--- src/rtl/hazard_ctrl.sv ---
// Pipeline hazard controller: load-use stalls, ID-stage redirect flushes and
// a countdown FSM that freezes the front end during multi-cycle EX ops.
module hazard_ctrl #(
    parameter int unsigned REG_W  = 5,
    parameter int unsigned MC_LAT = 4
) (
    input  logic             clk,
    input  logic             reset,
    input  logic             idex_mem_read,
    input  logic [REG_W-1:0] idex_rt,
    input  logic [REG_W-1:0] ifid_rs,
    input  logic [REG_W-1:0] ifid_rt,
    input  logic             ifid_uses_rt,
    input  logic             id_branch_taken,
    input  logic             id_jump,
    input  logic             ex_mc_start,
    output logic             pc_write,
    output logic             ifid_write,
    output logic             idex_write,
    output logic             idex_bubble,
    output logic             exmem_bubble,
    output logic             ifid_flush,
    output logic             busy,
    output logic [3:0]       stall_cnt
);

    typedef enum logic {
        RUN     = 1'b0,
        MC_WAIT = 1'b1
    } state_t;

    localparam logic [3:0] LP_CNT_LOAD = 4'(MC_LAT - 1);

    state_t     r_state;
    state_t     w_state_nxt;
    logic [3:0] r_cnt;
    logic [3:0] w_cnt_nxt;
    logic       w_lu;

    // $zero is never a real dependency, so it cannot cause a load-use stall.
    assign w_lu = idex_mem_read && (idex_rt != '0) &&
                  ((idex_rt == ifid_rs) || (ifid_uses_rt && (idex_rt == ifid_rt)));

    always_ff @(posedge clk) begin
        if (reset) begin
            r_state <= RUN;
            r_cnt   <= '0;
        end else begin
            r_state <= w_state_nxt;
            r_cnt   <= w_cnt_nxt;
        end
    end

    always_comb begin
        w_state_nxt  = r_state;
        w_cnt_nxt    = r_cnt;
        pc_write     = 1'b1;
        ifid_write   = 1'b1;
        idex_write   = 1'b1;
        idex_bubble  = 1'b0;
        exmem_bubble = 1'b0;
        ifid_flush   = 1'b0;
        busy         = 1'b0;
        stall_cnt    = '0;

        if (reset) begin
            pc_write     = 1'b0;
            ifid_write   = 1'b0;
            idex_write   = 1'b0;
            idex_bubble  = 1'b1;
            exmem_bubble = 1'b1;
            ifid_flush   = 1'b1;
        end else begin
            case (r_state)
                RUN: begin
                    if (ex_mc_start) begin
                        pc_write     = 1'b0;
                        ifid_write   = 1'b0;
                        idex_write   = 1'b0;
                        exmem_bubble = 1'b1;
                        if (MC_LAT > 1) begin
                            w_state_nxt = MC_WAIT;
                            w_cnt_nxt   = LP_CNT_LOAD;
                        end
                    end else if (w_lu) begin
                        // Redirect is deliberately not flushed; it re-resolves next cycle.
                        pc_write    = 1'b0;
                        ifid_write  = 1'b0;
                        idex_bubble = 1'b1;
                    end else if (id_branch_taken || id_jump) begin
                        ifid_flush = 1'b1;
                    end
                end
                MC_WAIT: begin
                    pc_write     = 1'b0;
                    ifid_write   = 1'b0;
                    idex_write   = 1'b0;
                    exmem_bubble = 1'b1;
                    busy         = 1'b1;
                    stall_cnt    = r_cnt;
                    if (r_cnt <= 4'd1) begin
                        w_state_nxt = RUN;
                        w_cnt_nxt   = '0;
                    end else begin
                        w_cnt_nxt = r_cnt - 4'd1;
                    end
                end
                default: begin
                    w_state_nxt = RUN;
                    w_cnt_nxt   = '0;
                end
            endcase
        end
    end

endmodule
--- config.mk ---
export PLATFORM = sky130hd
export DESIGN_NAME = hazard_ctrl
export DESIGN_NICKNAME = d
export VERILOG_FILES = /design/src/rtl/hazard_ctrl.sv
export SDC_FILE = /design/constraint.sdc
export NUM_CORES = 1
export LEC_CHECK = 0
export ABC_CLOCK_PERIOD_IN_PS = 2200
export CAP_MARGIN = 20
export CORE_MARGIN = 1.5
export CORE_UTILIZATION = 33
export DETAILED_ROUTE_END_ITERATION = 10
export GPL_TIMING_DRIVEN = 0
export PLACE_DENSITY = 0.74
export SYNTH_ARGS = -nofsm -noshare
export SYNTH_HDL_FRONTEND = slang
export SYNTH_SLANG_ARGS = --single-unit
export TNS_END_PERCENT = 20
--- constraint.sdc ---
create_clock -name clk -period 2.2 [get_ports clk]
set_input_delay 0.44 -clock clk [delete_from_list [all_inputs] [get_ports clk]]
set_output_delay 0.44 -clock clk [all_outputs]
set_load 0.1 [all_outputs]
==> flow_results.org, run 1 <==
** Synthesis
- Largest area contributor in the netlist :: sky130_fd_sc_hd__dfxtp_1
- After synthesis, the share of cell area in mux cells is 0%.
- Netlist area before placement :: 460 sq um
- Proportion of synthesized flip-flops having asynchronous set or reset :: 0%
- Of the total synthesized cell area, the portion taken by XOR and XNOR cells is 19.0%.
- Most common cell in the netlist :: sky130_fd_sc_hd__xnor2_1
- Count of distinct cell types in the synthesized netlist :: 26
- Number of instances in the synthesized netlist :: 61
- Counting every net in the synthesized netlist gives 85.
- Counting flops and latches in the post-synthesis netlist gives 5.
- Fraction of synthesized cell area taken by the top area cell type :: 21.7%
- Each instance of the synthesized netlist takes up on average 7.55 sq um.
- Summing the areas of all and, or, nand and nor instances in the mapped netlist gives 26.4% of the synthesized area.
- Yosys printed 0 warnings.
- Post-synthesis share of cell area spent on full adders, half adders and majority gates :: 5.43%
- After synthesis, the largest family of logic cells by area is simple AND/OR/NAND/NOR gates.
- Post-synth top cells :: 10 x sky130_fd_sc_hd__xnor2_1, 6 x sky130_fd_sc_hd__nor2_1, 5 x sky130_fd_sc_hd__dfxtp_1
- By area the synthesized netlist is led by sky130_fd_sc_hd__dfxtp_1 22%, sky130_fd_sc_hd__xnor2_1 19%, sky130_fd_sc_hd__ha_1 5.4%, sky130_fd_sc_hd__nor2_1 4.9%, sky130_fd_sc_hd__a21oi_1 4.3%.
- Summing the areas of all compound-gate instances in the mapped netlist gives 21.7% of the synthesized area.
- EDFF count, synth :: 0
- For this run, the leading register cell type out of synthesis is sky130_fd_sc_hd__dfxtp_1.
- Sequential cell area fraction in the yosys report :: 21.7%

** Critical path
- Setup CP Type :: in -> out
- Element type at the critical path end :: output port
- CP Launch Type :: input pin
- Timing startpoint of the critical path :: idex_rt[4]
- Data on the critical path is required at its endpoint by 1760 ps.
- FF-to-FF Start :: r_cnt[0]
- Along the worst path, the maximum fanout reaches 3.
- At the worst endpoint, the arrival time is 1790 ps.

** Place
- Gp weighted congestion :: 0.762
- Summing all placed instances gives a cell area of 845 sq um.
- Prior to clock tree synthesis, the placed netlist has a worst setup slack of -1350 ps.
- Post-DP HPWL :: 989 microns
- Number of input and output port buffers inserted :: 31

** Outcome
- Outcome :: finished with violations
- Failing checks :: setup timing

** Cells and area
- The post-route netlist has 34.0% of its cells at a drive strength greater than 1.
- Counting the fill cells in the layout gives 99.
- Total number of nets in the final design :: 122
- Antenna diode count :: 0
- Layout overhead on the synthesized area :: 114%
- After routing the design area is 986 sq um.

** Global route
- Global-route wire length before repair :: 1890 microns
- Via count of the first global-routing pass :: 454
- GRT Resource Usage Total :: 18.4%
- Global routing finished with a remaining overflow of 0.
- Pin count of the biggest net entering global routing :: 9
- Initial antenna violation count :: 0

** Die
- Placeable Area :: 1300 sq um
- The die covers 1630 sq um.
- The floorplan step set the die width to 40.4 microns.
- Number of rows in the core area :: 13
- Measured along the y axis, the die boundary spans 40.4 microns.
- 33 I/O pins were placed.
- Starting density of the core :: 35.4%

** STA
- Maximum operating frequency :: 448 MHz
- Relative slew slack :: 64.0%
- Period minus WS final :: 2230 ps
- Setup repair after global routing missed its margin :: true
- The worst path uses 102% of the clock period.
- The hold violation count in the final report is 0.
- At the pin with the least slew margin, the transition time is 543 ps.
- Final setup TNS :: -34.6 ps
- Worst-case clock skew :: 2.44 ps
- Setup violations remaining at the end of the flow were counted as 1.
- The number of slew-limit violations in the final report came to 0.
- Worst setup slack after layout :: -34.6 ps

** Drt
- After the first detailed-routing iteration, the DRC count stood at 5.
- Remaining DRCs :: 0
- The pre-antenna-repair detailed-routing pass consisted of 4 iterations.
- WL/cell :: 11.9 microns
- Across all layers, the routed design uses 547 vias.
- Wire length after detailed routing :: 1330 microns
- Number of antenna-violating nets in the routed design :: 0
- Dividing the detail-routed via count by the number of cells gives 4.88.

** Clock tree
- The longest clock path from root to sink contains 2 buffers.
- Counting the buffers created by CTS gives 3.
- Register clock-pin slew on the reported worst setup and hold paths :: 40 ps
- TritonCTS clock tree :: done
- H-tree Lvls :: 1
- Root buffer selected by CTS :: sky130_fd_sc_hd__clkbuf_4
- Clock latency on the worst-skew pair, taken at its later pin, is 250 ps.
- Counting every sink on the clock net gives 5.

** Power
- The worst-case IR drop observed on VDD is 0.371 mV.
- Leakage :: 0.473 nW
- Power Density :: 446 nW/um^2

** Flow run
- Max-cap viol count :: 0

** Hold path
- In this run the most critical hold path is launched from r_cnt[3].
- Tightest Hold Check Type :: reg -> reg
==> cell families after synthesis <==
group	Yosys count
buffers and inverters	6
AND/OR/NAND/NOR	23
flip-flops	5
AO/OA/AOI/OAI	15
adder cells (fa/ha/maj)	2
XOR/XNOR	10
==> area by class of cell <==
class	instances	area (sq um)	share of cell area (%)
sequential	5	100	10.2
inverter	4	15.0	1.52
tap	15	18.8	1.90
buffer	2	23.8	2.41
multi-input combinational	50	418	42.4
clock buffer	4	26.3	2.66
timing repair buffer	32	384	39.0
==> final timing paths <==
path / to / slack (ps) / depth (start not counted)
worst min-delay path: r_cnt[3] / 520 / 2
worst max register to register: r_cnt[3] / 510 / 6
worst min register to register: r_cnt[3] / 520 / 2
worst max-delay path: pc_write / -30 / 6
==> flip-flops by register name, indices dropped and copies added (netlist names) <==
| signal | flops |
|---|---|
| r_cnt | 4 |
| r_state | 1 |
==> report_power, final <==
part	leakage (nW)	switching, mW	internal, mW
logic	0.417	0.128	0.0994
registers	0.0411	0.00729	0.0968
clock network	0.0150	0.0396	0.0687
==> critical path, cell delays in order <==
cell and delay [ps]:
sky130_fd_sc_hd__buf_8 100, sky130_fd_sc_hd__or4_4 520, sky130_fd_sc_hd__o21a_4 230, sky130_fd_sc_hd__a21oi_4 200
sky130_fd_sc_hd__buf_12 130, sky130_fd_sc_hd__buf_16 160
==> metrics by stage <==
stage / instances / utilization, % / power (mW) / hold slack, ps
2_1_floorplan: 61 / - / 0.242 / 479
3_3_place_gp: 107 / 64.9 / 0.308 / 504
3_5_place_dp: 107 / 64.9 / 0.310 / 508
4_1_cts: 111 / 70.1 / 0.431 / 520
5_1_grt: 112 / 75.8 / 0.463 / 559
6_report: 112 / 75.8 / 0.439 / 522
==> cell usage in the layout (no fill, tap or decap), types with 3 or more instances in the layout <==
| cell | instances |
|---|---|
| sky130_fd_sc_hd__o21ai_0 | 3 |
| sky130_fd_sc_hd__nand2_1 | 3 |
| sky130_fd_sc_hd__inv_1 | 4 |
| sky130_fd_sc_hd__nor2_1 | 5 |
| sky130_fd_sc_hd__xnor2_1 | 8 |
| sky130_fd_sc_hd__a21oi_1 | 3 |
| sky130_fd_sc_hd__buf_12 | 4 |
| sky130_fd_sc_hd__clkbuf_4 | 4 |
| sky130_fd_sc_hd__dlymetal6s2s_1 | 9 |
| sky130_fd_sc_hd__dfxtp_1 | 5 |
| sky130_fd_sc_hd__and2_1 | 3 |
| sky130_fd_sc_hd__clkdlybuf4s15_2 | 5 |
| sky130_fd_sc_hd__clkdlybuf4s50_1 | 5 |
==> routing by layer <==
metal	GRT usage, %	vias to the layer above	wire [microns]	share of wire (%)
met5	0	-	0	0
met4	7.50	0	14	1.0
met3	8.33	2	73	5.5
met2	27.0	17	669	50
met1	23.1	246	576	43
li1	-	282	-	-
==> what timing repair did <==
action	CTS	global route
gates resized for setup	80	21
hold buffers	0	0
endpoints found under the hold margin	0	0
setup buffers	0	1
endpoints found under the setup margin	11	7
pin swaps	6	12
(Power assumes the default switching activity.)
==> inputs of run 2 (changes only) <==
ABC_CLOCK_PERIOD_IN_PS = 2130   (was 2200)
CORE_MARGIN = 5   (was 1.5)
clock period = 2.13 ns   (was 2.2 ns; I/O delays follow)
==> flow_results.org, run 2 (synthesized netlist as in run 1, its figures left out) <==
** Cells and area
- Largest regs :: r_cnt x4, r_state x1
- The top cell types in the final layout, fill and taps aside, are 10 x sky130_fd_sc_hd__xnor2_1, 10 x sky130_fd_sc_hd__dlymetal6s2s_1, 7 x sky130_fd_sc_hd__buf_2.
- The number of antenna diodes came to 0 (unchanged).
- Layout overhead on the synthesized area :: 107%
- Core utilization of the finished layout :: 72.5% (-3.3 points)
- Flip-flop count of the largest register, all copies and words added :: 4 (unchanged)
- Total number of nets in the final design :: 123 (+0.82%)
- The number of inserted filler cells in the final layout came to 93 (-6.1%).
- The final design area excluding fillers was 955 sq um (-3.2%).
- Largest register by flop count :: r_cnt
- The share of cells above drive strength 1 is 32.7% (-1.4 points).

** Place
- Number of input and output port buffers inserted :: 31 (unchanged)
- Dpl ws :: -1390 ps (-46.2 ps)
- The placed standard-cell area is 845 sq um (unchanged).
- The routability-driven placement congestion ratio is 0.706 (-7.3%).

** Die
- The vertical extent of the die came to 47.4 microns (+17%).
- The full die area was 2240 sq um (+38%).
- Starting density of the core :: 34.9% (-0.44 points)
- Placeable Area :: 1320 sq um (+1.2%)
- DIE WIDTH :: 47.4 microns (+17%)
- The I/O pin count came to 33 (unchanged).
- The number of core rows was 13 (unchanged).

** Clock tree
- The number of sinks driven by the clock tree is 5 (unchanged).
- TritonCTS buffer count :: 3 (unchanged)
- Clock insertion delay at the later pin of the skew report :: 240 ps (about the same)
- TritonCTS clock tree :: done
- The clock transition at the register clock pins on the worst setup and hold paths after CTS was 40 ps (about the same).
- CTS hold repair buffers :: 0 (unchanged)
- The number of buffers between clock root and the deepest sink was 2 (unchanged).
- CTS placed an instance of sky130_fd_sc_hd__clkbuf_4 at the clock tree root.
- H-tree Lvls :: 1 (unchanged)

** STA
- Final count of hold timing violations :: 0 (unchanged)
- Setup repair after global routing could not meet its margin everywhere.
- For this run, the top clock speed supported by timing is 457 MHz.
- Final setup TNS :: -58.9 ps (-24.3 ps)
- The transition time of the tightest slew-check pin is 543 ps (+0.0364 ps).
- Worst-case clock skew :: 2.14 ps (-0.303 ps)
- The setup slack after layout is -58.9 ps (-24.3 ps).
- Relative slew slack :: 64.0% (about the same)
- Setup violations, final :: 1 (unchanged)
- Final critical-path share of the clock period :: 103%
- Period minus WS final :: 2190 ps
- The number of slew-limit violations in the final report is 0 (unchanged).

** Global route
- The wire length of the first global-routing pass is 2160 microns (+14%).
- Congestion Overflow GR :: 0 (unchanged)
- The number of antenna violations at the first check in global routing is 0 (unchanged).
- The maximum number of pins on one net before global-route repair is 9 (unchanged).
- GRT Resource Usage Total :: 13.7% (-4.7 points)
- Via count of the first global-routing pass :: 504 (+11%)

** Drt
- Pre-Repair DR Iteration Count :: 3 (-1)
- Via count :: 562 (+2.7%)
- The via density per instance is 4.97 (+1.8%).
- Number of antenna-violating nets in the routed design :: 0 (unchanged)
- Remaining DRCs :: 0 (unchanged)
- WL/cell :: 13.2 microns (+11%)
- The final wirelength was 1500 microns (+12%).
- Detailed Route Iter0 Violations :: 5 (unchanged)

** Power
- Highest ir drop seen on vdd :: 0.420 mV (+13%)
- Power Density :: 474 nW/um^2 (+6.3%)
- The overall power consumption is 0.452 mW (+2.9%).
- Leakage :: 0.476 nW (+0.78%)

** Critical path
- Most frequent cell on the critical path :: sky130_fd_sc_hd__buf_12
- Required @ worst endpoint :: 1700 ps (-60 ps)
- The maximum single-stage delay on the critical path came to 520 ps (about the same).
- Largest fanout on the critical path :: 3 (unchanged)
- CP Launch Type :: input pin
- The setup slack of the most critical reg-to-reg path is 410 ps (-100 ps).
- STA classifies the critical path endpoint as an output port.
- Critical Path, Cell by Cell :: buf_8 -> or4_4 -> o21a_4 -> a21oi_4 -> buf_12 -> buf_12
- Slowest stage cell on the critical path :: sky130_fd_sc_hd__or4_4
- Setup CP Type :: in -> out
- The arrival time reported for the critical path endpoint came to 1760 ps (-30 ps).

** Outcome
- The final reports fail on setup timing.
- Outcome :: finished with violations

** Hold path
- Tightest Hold Check Type :: reg -> reg

** Flow run
- Max-cap viol count :: 0 (unchanged)
-- run 2: critical path, delay by kind of cell --
kind / cells / cell delay [ps]
and+or+nand+nor: 1 / 520
AOI/OAI and AO/OA: 2 / 430
buffers and inverters: 3 / 390
-- run 2: repair_timing --
action | 4_1_cts | 5_1_grt
endpoints found under the hold margin | 0 | 0
buffers inserted | 1 | 1
pin swaps | 5 | 16
resized for setup | 85 | 24
setup endpoints to repair | 11 | 9
gates cloned | 0 | 0
-- run 2: final cells by class --
class / instances / area [sq um] / area share, %
plain buffers: 2 / 23.8 / 2.49
clock buffers: 4 / 26.3 / 2.75
inverters: 4 / 15.0 / 1.57
multi-input cells: 50 / 408 / 42.7
flip-flops and latches: 5 / 100 / 10.5
well taps: 15 / 18.8 / 1.97
repair buffers: 33 / 363 / 38.0
-- run 2: stage by stage --
stage               cells  hold slack (ps)
global placement      107              503
finish                113              533
CTS                   112              519
detailed placement    107              509
floorplan              61              479
global route          113              551
-- run 2: where the power goes --
part,internal [mW],switching [mW],leakage (nW)
clock,0.0709,0.0407,0.0150
combinational,0.100,0.132,0.420
sequential,0.100,0.00888,0.0411
-- run 2: path summary, 6_finish.rpt --
| kind | startpoint | end | cells after the start |
|---|---|---|---|
| worst max-delay path | idex_rt[2] | pc_write | 6 |
| worst min-delay path | r_cnt[3] | r_cnt[3] | 2 |
| worst max register to register | r_cnt[0] | r_cnt[3] | 6 |
| worst min register to register | r_cnt[3] | r_cnt[3] | 2 |
-- run 2: per-layer routing --
| metal | vias up | GRT usage (%) | part of all wire [%] |
|---|---|---|---|
| li1 | 285 | - | - |
| met3 | 0 | 6.51 | 7.2 |
| met5 | - | 0 | 0 |
| met1 | 260 | 18.0 | 40 |
| met2 | 17 | 20.1 | 52 |
| met4 | 0 | 3.31 | 0 |
